`src/rtl/seq_multiplier_if.sv`:
```
// Operand/result bundle between the CPU control/datapath and the sequential multiplier.
interface seq_multiplier_if #(
  parameter int WIDTH = 32
);
  logic [WIDTH-1:0]   A;
  logic [WIDTH-1:0]   B;
  logic               Signed;
  logic               Start;
  logic               Busy;
  logic               Done;
  logic [2*WIDTH-1:0] Product;

  modport master (
    output A, B, Signed, Start,
    input  Busy, Done, Product
  );

  modport slave (
    input  A, B, Signed, Start,
    output Busy, Done, Product
  );
endinterface

```
`src/rtl/seq_multiplier.sv`:
```
// Iterative shift-add multiplier feeding HI/LO; Done is the one-cycle HI/LO load enable.
// Optional SEQ_MULTIPLIER_EARLY_TERM_EN finishes RUN as soon as no multiplier bits remain.
module seq_multiplier #(
  parameter int WIDTH = 32,
  parameter int CNT_W = 6
) (
  input  logic            Clock,
  input  logic            Reset,
  seq_multiplier_if.slave bus
);

  typedef enum logic [1:0] {IDLE, RUN, DONE} state_t;

  state_t               state_q, state_d;
  logic [WIDTH-1:0]     mcand_q, mcand_d;
  logic [WIDTH-1:0]     hi_q, hi_d;
  logic [WIDTH-1:0]     lo_q, lo_d;
  logic [CNT_W-1:0]     cnt_q, cnt_d;
  logic                 sign_q, sign_d;
  logic [2*WIDTH-1:0]   product_q, product_d;

  logic [WIDTH:0]       sum;
  logic [2*WIDTH-1:0]   shifted;
  logic [2*WIDTH-1:0]   result;
  logic                 last;
  logic                 a_neg, b_neg;
  logic [WIDTH-1:0]     a_mag, b_mag;
  logic                 busy, done;
`ifdef SEQ_MULTIPLIER_EARLY_TERM_EN
  logic [WIDTH-1:0]     remain_mask;
`endif

  always_ff @(posedge Clock) begin
    if (Reset) begin
      state_q   <= IDLE;
      mcand_q   <= '0;
      hi_q      <= '0;
      lo_q      <= '0;
      cnt_q     <= '0;
      sign_q    <= 1'b0;
      product_q <= '0;
    end else begin
      state_q   <= state_d;
      mcand_q   <= mcand_d;
      hi_q      <= hi_d;
      lo_q      <= lo_d;
      cnt_q     <= cnt_d;
      sign_q    <= sign_d;
      product_q <= product_d;
    end
  end

  // One shift-add step; lo_q holds unconsumed multiplier bits below the product bits shifted in.
  always_comb begin
    a_neg   = bus.Signed & bus.A[WIDTH-1];
    b_neg   = bus.Signed & bus.B[WIDTH-1];
    a_mag   = a_neg ? -bus.A : bus.A;
    b_mag   = b_neg ? -bus.B : bus.B;
    sum     = {1'b0, hi_q} + {1'b0, (lo_q[0] ? mcand_q : {WIDTH{1'b0}})};
    shifted = {sum, lo_q[WIDTH-1:1]};
    result  = shifted;
    last    = (cnt_q == CNT_W'(WIDTH-1));
`ifdef SEQ_MULTIPLIER_EARLY_TERM_EN
    remain_mask = ({WIDTH{1'b1}} >> cnt_q) & {{(WIDTH-1){1'b1}}, 1'b0};
    if ((lo_q & remain_mask) == '0) begin
      last   = 1'b1;
      result = shifted >> (CNT_W'(WIDTH-1) - cnt_q);
    end
`endif
  end

  always_comb begin
    state_d = state_q;
    case (state_q)
      IDLE:    if (bus.Start) state_d = RUN;
      RUN:     if (last) state_d = DONE;
      DONE:    state_d = IDLE;
      default: state_d = IDLE;
    endcase
  end

  always_comb begin
    mcand_d   = mcand_q;
    hi_d      = hi_q;
    lo_d      = lo_q;
    cnt_d     = cnt_q;
    sign_d    = sign_q;
    product_d = product_q;
    case (state_q)
      IDLE: begin
        if (bus.Start) begin
          mcand_d = a_mag;
          lo_d    = b_mag;
          hi_d    = '0;
          cnt_d   = '0;
          sign_d  = a_neg ^ b_neg;
        end
      end
      RUN: begin
        hi_d  = shifted[2*WIDTH-1:WIDTH];
        lo_d  = shifted[WIDTH-1:0];
        cnt_d = cnt_q + 1'b1;
        if (last) product_d = sign_q ? -result : result;
      end
      default: ;
    endcase
  end

  always_comb begin
    busy = (state_q == RUN);
    done = (state_q == DONE);
  end

  assign bus.Busy    = busy;
  assign bus.Done    = done;
  assign bus.Product = product_q;

endmodule

```
`src/flat_wrapper.sv`:
```
// flat-port wrapper written by rule: the top's interface ports become plain ports
module seq_multiplier_flat 
#(
  parameter int WIDTH = 32,
  parameter int CNT_W = 6
)
  (Clock, Reset, bus_A, bus_B, bus_Signed, bus_Start, bus_Busy, bus_Done, bus_Product);
  seq_multiplier_if #(.WIDTH(WIDTH)) bus_i ();
  input  logic Clock;
  input  logic Reset;
  input wire logic [$bits(bus_i.A)-1:0] bus_A;
  input wire logic [$bits(bus_i.B)-1:0] bus_B;
  input wire logic [$bits(bus_i.Signed)-1:0] bus_Signed;
  input wire logic [$bits(bus_i.Start)-1:0] bus_Start;
  output wire logic [$bits(bus_i.Busy)-1:0] bus_Busy;
  output wire logic [$bits(bus_i.Done)-1:0] bus_Done;
  output wire logic [$bits(bus_i.Product)-1:0] bus_Product;
  assign bus_i.A = bus_A;
  assign bus_i.B = bus_B;
  assign bus_i.Signed = bus_Signed;
  assign bus_i.Start = bus_Start;
  assign bus_Busy = bus_i.Busy;
  assign bus_Done = bus_i.Done;
  assign bus_Product = bus_i.Product;
  seq_multiplier #(.WIDTH(WIDTH), .CNT_W(CNT_W)) u_core (.Clock(Clock), .Reset(Reset), .bus(bus_i));
endmodule
```
`config.mk`:
```
export PLATFORM = sky130hd
export DESIGN_NAME = seq_multiplier_flat
export DESIGN_NICKNAME = d
export VERILOG_FILES = /design/src/rtl/seq_multiplier_if.sv /design/src/rtl/seq_multiplier.sv /design/src/flat_wrapper.sv
export SDC_FILE = /design/constraint.sdc
export NUM_CORES = 1
export LEC_CHECK = 0
export ABC_AREA = 1
export CORE_MARGIN = 5
export CORE_UTILIZATION = 40
export DETAILED_ROUTE_END_ITERATION = 8
export MAX_ROUTING_LAYER = met4
export PLACE_DENSITY = 0.65
export SYNTH_ARGS = -nofsm -noshare
export SYNTH_HDL_FRONTEND = slang
export SYNTH_SLANG_ARGS = --single-unit
export TNS_END_PERCENT = 10
```
`constraint.sdc`:
```
create_clock -name Clock -period 3.9 [get_ports Clock]
set_input_delay 0.78 -clock Clock [delete_from_list [all_inputs] [get_ports Clock]]
set_output_delay 0.78 -clock Clock [all_outputs]
set_load 0.02 [all_outputs]
```
==> results.cfg, run 1 <==
[placement]
port_buffers = 133
preCtsSetupSlack_ns = 0.5852
gp_congestion = 0.9799
hpwl_um = 31990

[critical_path]
critPathMaxFanout = 21
crit_buf_inv = 3
cp_top_family = simple AND/OR/NAND/NOR gates
path_cells = buf_4 > nand2_1 > inv_1 > ha_1 > nand2_1 > nor2_1 > inv_1 > nor2_1 > nand3_1 > nand3_1 > nand2_1 > nand2_1 > nand2_1 > nor2_1 > nand3_1 > nand2_2 > xor2_1 > a21oi_1
start_kind = flip-flop
cpMaxStageDelayCell = dfxtp_1
r2r_setup_slack_ns = 0.66
worst_ep_required_time_ns = 4.22
crit_arrival_ns = 3.55
crit_type = reg -> reg
end_kind = flip-flop
cp_common_cell = nand2_1
cp_slowest_stage_delay_ns = 0.40

[logic_synthesis]
synth_cell_type_count = 50
syn_area_per_cell_um2 = 5.949
syn_area_um2 = 12270
synthAdderAreaFrac_pct = 3.833
synth_enable_flop_cells = 0
synth_seq_cells = 169
async_flop_share_pct = 0
syn_inst = 2063
synth_top_area_cell = dfxtp_1
ys.flop_type = dfxtp_1
ys_seq_area_share_pct = 27.57
synth_top_family_by_area = simple AND/OR/NAND/NOR gates
synth_mux_area_share_pct = 0
yosysTopAreaCellShare_pct = 27.57
synth_xor_area_share_pct = 3.782
synth_nets = 2168
synth_simple_gate_area_share_pct = 37.16
yosys-top-cells-area = dfxtp_1 28%, nand2_1 20%, inv_1 9.3%, nor2_1 5.7%, a21oi_1 5.5%
yosys_warnings = 0
synth_compound_area_share_pct = 15.58

[clock_network]
cts_root_buffer = clkbuf_16
cts_tree = built
cts_resized = 0
htreeDepth = 4
cts_buffers = 17
clock_latency_ns = 0.44
clk_pin_slew_ns = 0.08
cts.sinks = 169
clockBufferDepth = 2
cts_setup_buffers = 0
hold_buffers = 0

[floorplanning]
die_h_um = 185.2
core_area_um2 = 30430
initial_utilization_pct = 40.33
rows = 64
ios = 134
dieArea_um2 = 34290
die_w_um = 185.2

[timing]
fmax_mhz = 308.8
setup_viol = 0
finalHoldViolations = 0
rsz0062_at_grt = no
fin_setup_tns_ns = 0
timing.final.ws_setup_ns = 0.6619
slew_viol_final = 0
worst-slew-pin-transition_ns = 0.9629
fin_worst_skew_ns = 0.01197
fin_crit_sh_pct = 83.03
relSlewSlack_pct = 35.74
fin_crit_ns = 3.238

[hold_path]
hold_class = reg -> reg

[route]
drt-initial-drc-count = 1209
routedWlPerCell_um = 15.88
via_count = 13220
drc_errors = 0
routed_wl_um = 40820
vias_per_cell = 5.143
antenna_left = 0
firstDrtPassIters = 6

[power_and_ir_drop]
total_power_mw = 4.477
power_density_nw_per_um2 = 307.5
leakage_nw = 7.153
vdd_ir_drop_max_v = 0.0002849

[grt]
grt_start_max_net_pins = 79
grt_overflow_total = 0
track_usage_pct = 24.15
antenna_found_initial = 0
grt_pass1_vias = 12230
grt_pass1_wl_um = 64300

[final_layout]
final_common_cell = nand2_1
layout_common_cells = 653 x nand2_1, 302 x inv_1, 187 x nor2_1
diodes = 0
drive_gt1_share_pct = 5.934
area_growth_pct = 18.61
finalNetCount = 2266

[outcome]
status = finished, final reports clean

[flow_run]
drv_cap = 0
[sequential cells by signal, summed over array words and instances, names as in the netlist]
signal and count:
u_core.bus.Product 64, u_core.mcand_q 32, u_core.hi_q 32, u_core.lo_q 32
u_core.state_q 2, u_core.sign_q 1, u_core.cnt_q 6
[cell type report]
class                   count  area, um^2
inverters                 316        1186
clock inverters            15       175.2
well taps                 396       495.5
repair buffers            153        1476
clock buffers              17       425.4
flip-flops and latches    169        3383
fillers                  3213       15870
multi-input cells        1504        7415
[cell usage after synthesis, types with 19 or more instances]
library cell    n
clkbuf_1       59
xor2_1         42
ha_1           36
nand2_1       653
dfxtp_1       169
nand3_1       116
nor3_1         19
a21oi_1       135
nand2_2        23
nor2_1        188
a31oi_1        31
inv_1         303
o21ai_0       103
[cells by family (layout without fill, tap and decap cells)]
| logic type | Yosys count | in the layout |
|---|---|---|
| compound gates | 336 | 336 |
| xor+xnor | 53 | 53 |
| fa+ha+maj | 37 | 37 |
| buf+inv | 390 | 501 |
| flops | 169 | 169 |
| simple gates | 1078 | 1078 |
[final timing paths]
path	start	endpoint	cells after the start
setup / recovery	u_core.lo_q[0]	u_core.bus.Product[54]	18
hold / removal	u_core.hi_q[0]	u_core.hi_q[0]	2
setup reg to reg	u_core.lo_q[0]	u_core.bus.Product[54]	18
hold reg to reg	u_core.hi_q[0]	u_core.hi_q[0]	2
[per-stage QoR]
stage / instance area (um^2) / hold slack [ns] / util [%] / instances
after floorplan: 12270 / 0.4371 / - / 2063
after global placement: 13960 / 0.4505 / 45.86 / 2538
after detailed placement: 13960 / 0.4622 / 45.86 / 2538
after CTS: 14560 / 0.4723 / 47.84 / 2570
after global routing: 14560 / 0.4926 / 47.84 / 2570
final: 14560 / 0.4713 / 47.84 / 2570
[power breakdown]
part	internal (mW)	switching, mW	total (mW)
sequential	1.79	0.0716	1.86
combinational	0.295	0.540	0.834
clock	0.921	0.863	1.78
total	3.00	1.47	4.48
[routing by layer]
metal / track usage (%) / part of all wire [%] / vias to the layer above
met4: 5.578 / 1.9 / 0
met2: 38.65 / 45 / 421
met5: - / 0 / -
met1: 33.23 / 48 / 5995
met3: 2.298 / 5.0 / 44
li1: - / - / 6757
[tightest hold or removal path, cell delays in order, from the launching register on]
cell     delay [ns]
dfxtp_1        0.32
nand2_1        0.06
a21oi_1        0.05
Power figures use the tool's default switching activity.
==> run 2, diff against run 1 <==
Clock period 3.9 ns to 3.3 ns, I/O delays scaled along.
==> results.cfg, run 2 (same netlist as run 1, synthesis figures left out) <==
[placement]
port_buffers = 133
preCtsSetupSlack_ns = 0.1343
gp_congestion = 0.9808
placedCellCount = 2540
hpwl_um = 32170

[clock_network]
clk_pin_slew_ns = 0.07
hold_buffers = 0
cts_tree = built
cts_setup_buffers = 0
cts_resized = 0
clock_latency_ns = 0.45
cts.sinks = 169
cts_buffers = 17
htreeDepth = 4
clockBufferDepth = 2
cts_root_buffer = clkbuf_16

[outcome]
status = finished, final reports clean

[critical_path]
start_kind = flip-flop
crit_type = reg -> reg
end_kind = flip-flop
worst_ep_required_time_ns = 3.65
crit_arrival_ns = 3.41
critPathMaxFanout = 8

[route]
via_count = 13290
routed_wl_um = 40890
firstDrtPassIters = 5
drt-initial-drc-count = 1169
drc_errors = 0
vias_per_cell = 5.164
routedWlPerCell_um = 15.89
antenna_left = 0

[timing]
fin_crit_ns = 3.066
fmax_mhz = 326.2
slew_viol_final = 0
relSlewSlack_pct = 48.89
timing.final.ws_setup_ns = 0.2343
worst-slew-pin-transition_ns = 0.7648
fin_crit_sh_pct = 92.90
setup_viol = 0
finalHoldViolations = 0
fin_worst_skew_ns = 0.01405

[power_and_ir_drop]
power_density_nw_per_um2 = 355.1
vdd_ir_drop_max_v = 0.0003527
leakage_nw = 7.156
total_power_mw = 5.195

[grt]
grt_pass1_wl_um = 65250
grt_start_max_net_pins = 102
use_met3_pct = 2.474
grt_pass1_vias = 12290
grtUsageMet1_pct = 33.82
grt_busiest_layer = met2
grt_overflow_total = 0
track_usage_pct = 24.53
grtUsageMet2_pct = 39.28
antenna_found_initial = 1

[floorplanning]
ios = 134
die_h_um = 185.2
die_w_um = 185.2
rows = 64
initial_utilization_pct = 40.33
dieArea_um2 = 34290
core_area_um2 = 30430

[final_layout]
n_fill_cell = 3217
area_growth_pct = 19.20
layout_common_cells = 651 x nand2_1, 302 x inv_1, 181 x nor2_1
final_cells = 2573
utilization_pct = 48.08
final_common_cell = nand2_1
finalNetCount = 2268
drive_gt1_share_pct = 6.664
largest_reg_flops = 64

[flow_run]
drv_cap = 0

[hold_path]
hold_class = reg -> reg
run 2: layer usage:
layer	vias up	share of wire, %
met5	-	0
met4	0	2.0
met3	50	5.9
met2	387	45
met1	6065	47
li1	6785	-
run 2: cell type report:
cell class	instances	area (um^2)	share of cell area, %
flip-flops and latches	169	3385	23.14
diodes	1	2.502	0.01711
clock inverters	13	132.6	0.9066
multi-input cells	1504	7456	50.97
inverters	316	1186	8.108
well taps	396	495.5	3.387
clock buffers	19	442.9	3.028
repair buffers	155	1529	10.45
run 2: path summary, 6_finish.rpt:
check	cells past startpoint	slack (ns)	end	startpoint
min	2	0.47	u_core.hi_q[4]	u_core.hi_q[4]
min reg2reg	2	0.47	u_core.hi_q[4]	u_core.hi_q[4]
max	22	0.23	u_core.bus.Product[61]	u_core.lo_q[0]
max reg2reg	22	0.23	u_core.bus.Product[61]	u_core.lo_q[0]
run 2: worst max-delay path, stage by stage (launching register included):
cell	delay, ns
dfxtp_2	0.35
buf_4	0.16
nand2_1	0.07
inv_1	0.09
ha_1	0.40
nand2_1	0.13
nor2_1	0.16
inv_1	0.10
nor3_1	0.33
and2_1	0.19
nand2_1	0.11
nand2_1	0.10
nand2_1	0.05
nand2_1	0.13
nand2_1	0.07
nor2_1	0.10
nand2_1	0.08
inv_1	0.06
nand2_1	0.06
nand3_1	0.07
nand3_1	0.08
nand2_1	0.07
inv_1	0.03
run 2: per-stage QoR:
step                      setup TNS [ns]  instance area, um^2  hold WS [ns]
after floorplan                        0                12270        0.4371
after global placement                 0                14010        0.4499
after detailed placement               0                14010        0.4607
after CTS                              0                14580        0.4720
after global routing           -0.008181                14630        0.4954
final                                  0                14630        0.4726
run 2: power breakdown:
part	internal [mW]	total (mW)	switching, mW
logic	0.354	0.980	0.626
registers	2.11	2.20	0.0853
clock network	1.02	2.02	0.994
==> run 3, diff against run 2 <==
Settings changed: CTS_BUF_LIST set to sky130_fd_sc_hd__clkbuf_4.
==> results.cfg, run 3 (same netlist as run 1, synthesis figures left out) <==
[outcome]
status = finished, final reports clean

[timing]
worst-slew-pin-transition_ns = 0.7532
timing.final.ws_setup_ns = 0.2308
setup_viol = 0
slew_viol_final = 0
finalHoldViolations = 0
rsz0062_at_grt = yes
fin_crit_ns = 3.069
fin_crit_sh_pct = 93.01
fmax_mhz = 325.8
relSlewSlack_pct = 49.66
hold_slack_ns = 0.4837
fin_worst_skew_ns = 0.04121

[floorplanning]
ios = 134
core_area_um2 = 30430
die_w_um = 185.2
die_h_um = 185.2
initial_utilization_pct = 40.33
dieArea_um2 = 34290
rows = 64

[critical_path]
crit_arrival_ns = 3.56
cpMaxStageDelayCell = ha_1
end_kind = flip-flop
timing.rr.start = u_core.lo_q[0]
worst-path-stages = 22
cp_common_cell = nand2_1
cp_top_family = simple AND/OR/NAND/NOR gates
cp_slowest_stage_delay_ns = 0.41
r2r_setup_slack_ns = 0.23
r2r_end = u_core.bus.Product[61]
reg2reg_depth = 22
start_kind = flip-flop
worst_ep_required_time_ns = 3.80
crit_buf_inv = 5
startpoint = u_core.lo_q[0]
path_cells = buf_4 > nand2_1 > inv_1 > ha_1 > nand2_1 > nor2_1 > inv_1 > nor3_1 > and2_1 > nand2_1 > nand2_1 > nand2_1 > nand2_1 > nand2_1 > nor2_1 > nand2_1 > inv_1 > nand2_1 > nand3_1 > nand3_1 > nand2_1 > inv_1
critPathMaxFanout = 8
crit_type = reg -> reg

[route]
via_count = 13190
drt-initial-drc-count = 1095
drc_errors = 0
routedWlPerCell_um = 15.77
routed_wl_um = 40650
firstDrtPassIters = 5
vias_per_cell = 5.119
antenna_left = 0

[placement]
hpwl_um = 32170
gp_congestion = 0.9808
port_buffers = 133
dpl_cell_area_um2 = 14010
preCtsSetupSlack_ns = 0.1343

[clock_network]
clockBufferDepth = 2
clk_pin_slew_ns = 0.16
cts_root_buffer = clkbuf_4
htreeDepth = 4
cts_tree = built
clock_latency_ns = 0.60
hold_buffers = 0
cts.sinks = 169
cts_buffers = 17

[hold_path]
whs_endpoint = u_core.hi_q[4]
min_from = u_core.hi_q[4]
holdPathStages = 2
hold_class = reg -> reg

[power_and_ir_drop]
total_power_mw = 4.406
vdd_ir_drop_max_v = 0.0002052
power_density_nw_per_um2 = 307.6
leakage_nw = 7.025

[final_layout]
finalNetCount = 2268
final_common_cell = nand2_1
area_growth_pct = 16.70
drive_gt1_share_pct = 6.480
final_cell_area_um2 = 14320
layout_common_cells = 652 x nand2_1, 302 x inv_1, 182 x nor2_1
utilization_pct = 47.07
largest_reg_flops = 64

[flow_run]
drv_cap = 0

[grt]
grt_overflow_total = 0
track_usage_pct = 24.32
antenna_found_initial = 2
grt_pass1_vias = 12230
grt_start_max_net_pins = 102
grt_pass1_wl_um = 64710
[run 3: worst max path at each step]
stage,end
2_1_floorplan,u_core.bus.Product[49]
3_3_place_gp,u_core.lo_q[28]
3_5_place_dp,u_core.lo_q[28]
4_1_cts,u_core.bus.Product[59]
5_1_grt,u_core.bus.Product[55]
6_report,u_core.bus.Product[61]
[run 3: metrics by stage]
stage | TNS [ns] | instances
2_1_floorplan | 0 | 2063
3_3_place_gp | 0 | 2540
3_5_place_dp | 0 | 2540
4_1_cts | 0 | 2572
5_1_grt | -0.03563 | 2577
6_report | 0 | 2577
[run 3: tightest hold or removal path, stage by stage, from the launching register on]
cell	delay, ns
dfxtp_1	0.34
nand2_1	0.06
a21oi_1	0.05
[run 3: report_power, final]
| part | total (mW) | internal [mW] | switching, mW |
|---|---|---|---|
| registers | 2.20 | 2.12 | 0.0858 |
| clock network | 1.22 | 0.342 | 0.883 |
| logic | 0.980 | 0.354 | 0.626 |
| total | 4.41 | 2.81 | 1.59 |
[run 3: timing repair]
action                                  in CTS  in global routing
buffers inserted                             0                  0
resized for setup                            0                 11
endpoints found under the setup margin       0                 17
[run 3: cell type report]
| class | count | area [um^2] |
|---|---|---|
| Sequential cell | 169 | 3385 |
| Fill cell | 3261 | 16110 |
| Antenna cell | 5 | 12.51 |
| Inverter | 316 | 1186 |
| Clock buffer | 18 | 135.1 |
| Clock inverter | 14 | 136.4 |
| Timing Repair Buffer | 155 | 1529 |
| Tap cell | 396 | 495.5 |
| Multi-Input combinational cell | 1504 | 7443 |
[run 3: per-layer routing]
metal / track usage, % / routed length (um) / up-vias
met3: 2.514 / 2211 / 41
met4: 5.608 / 802 / 0
met5: - / 0 / -
met1: 33.58 / 19360 / 6006
li1: - / - / 6775
met2: 38.62 / 18280 / 370
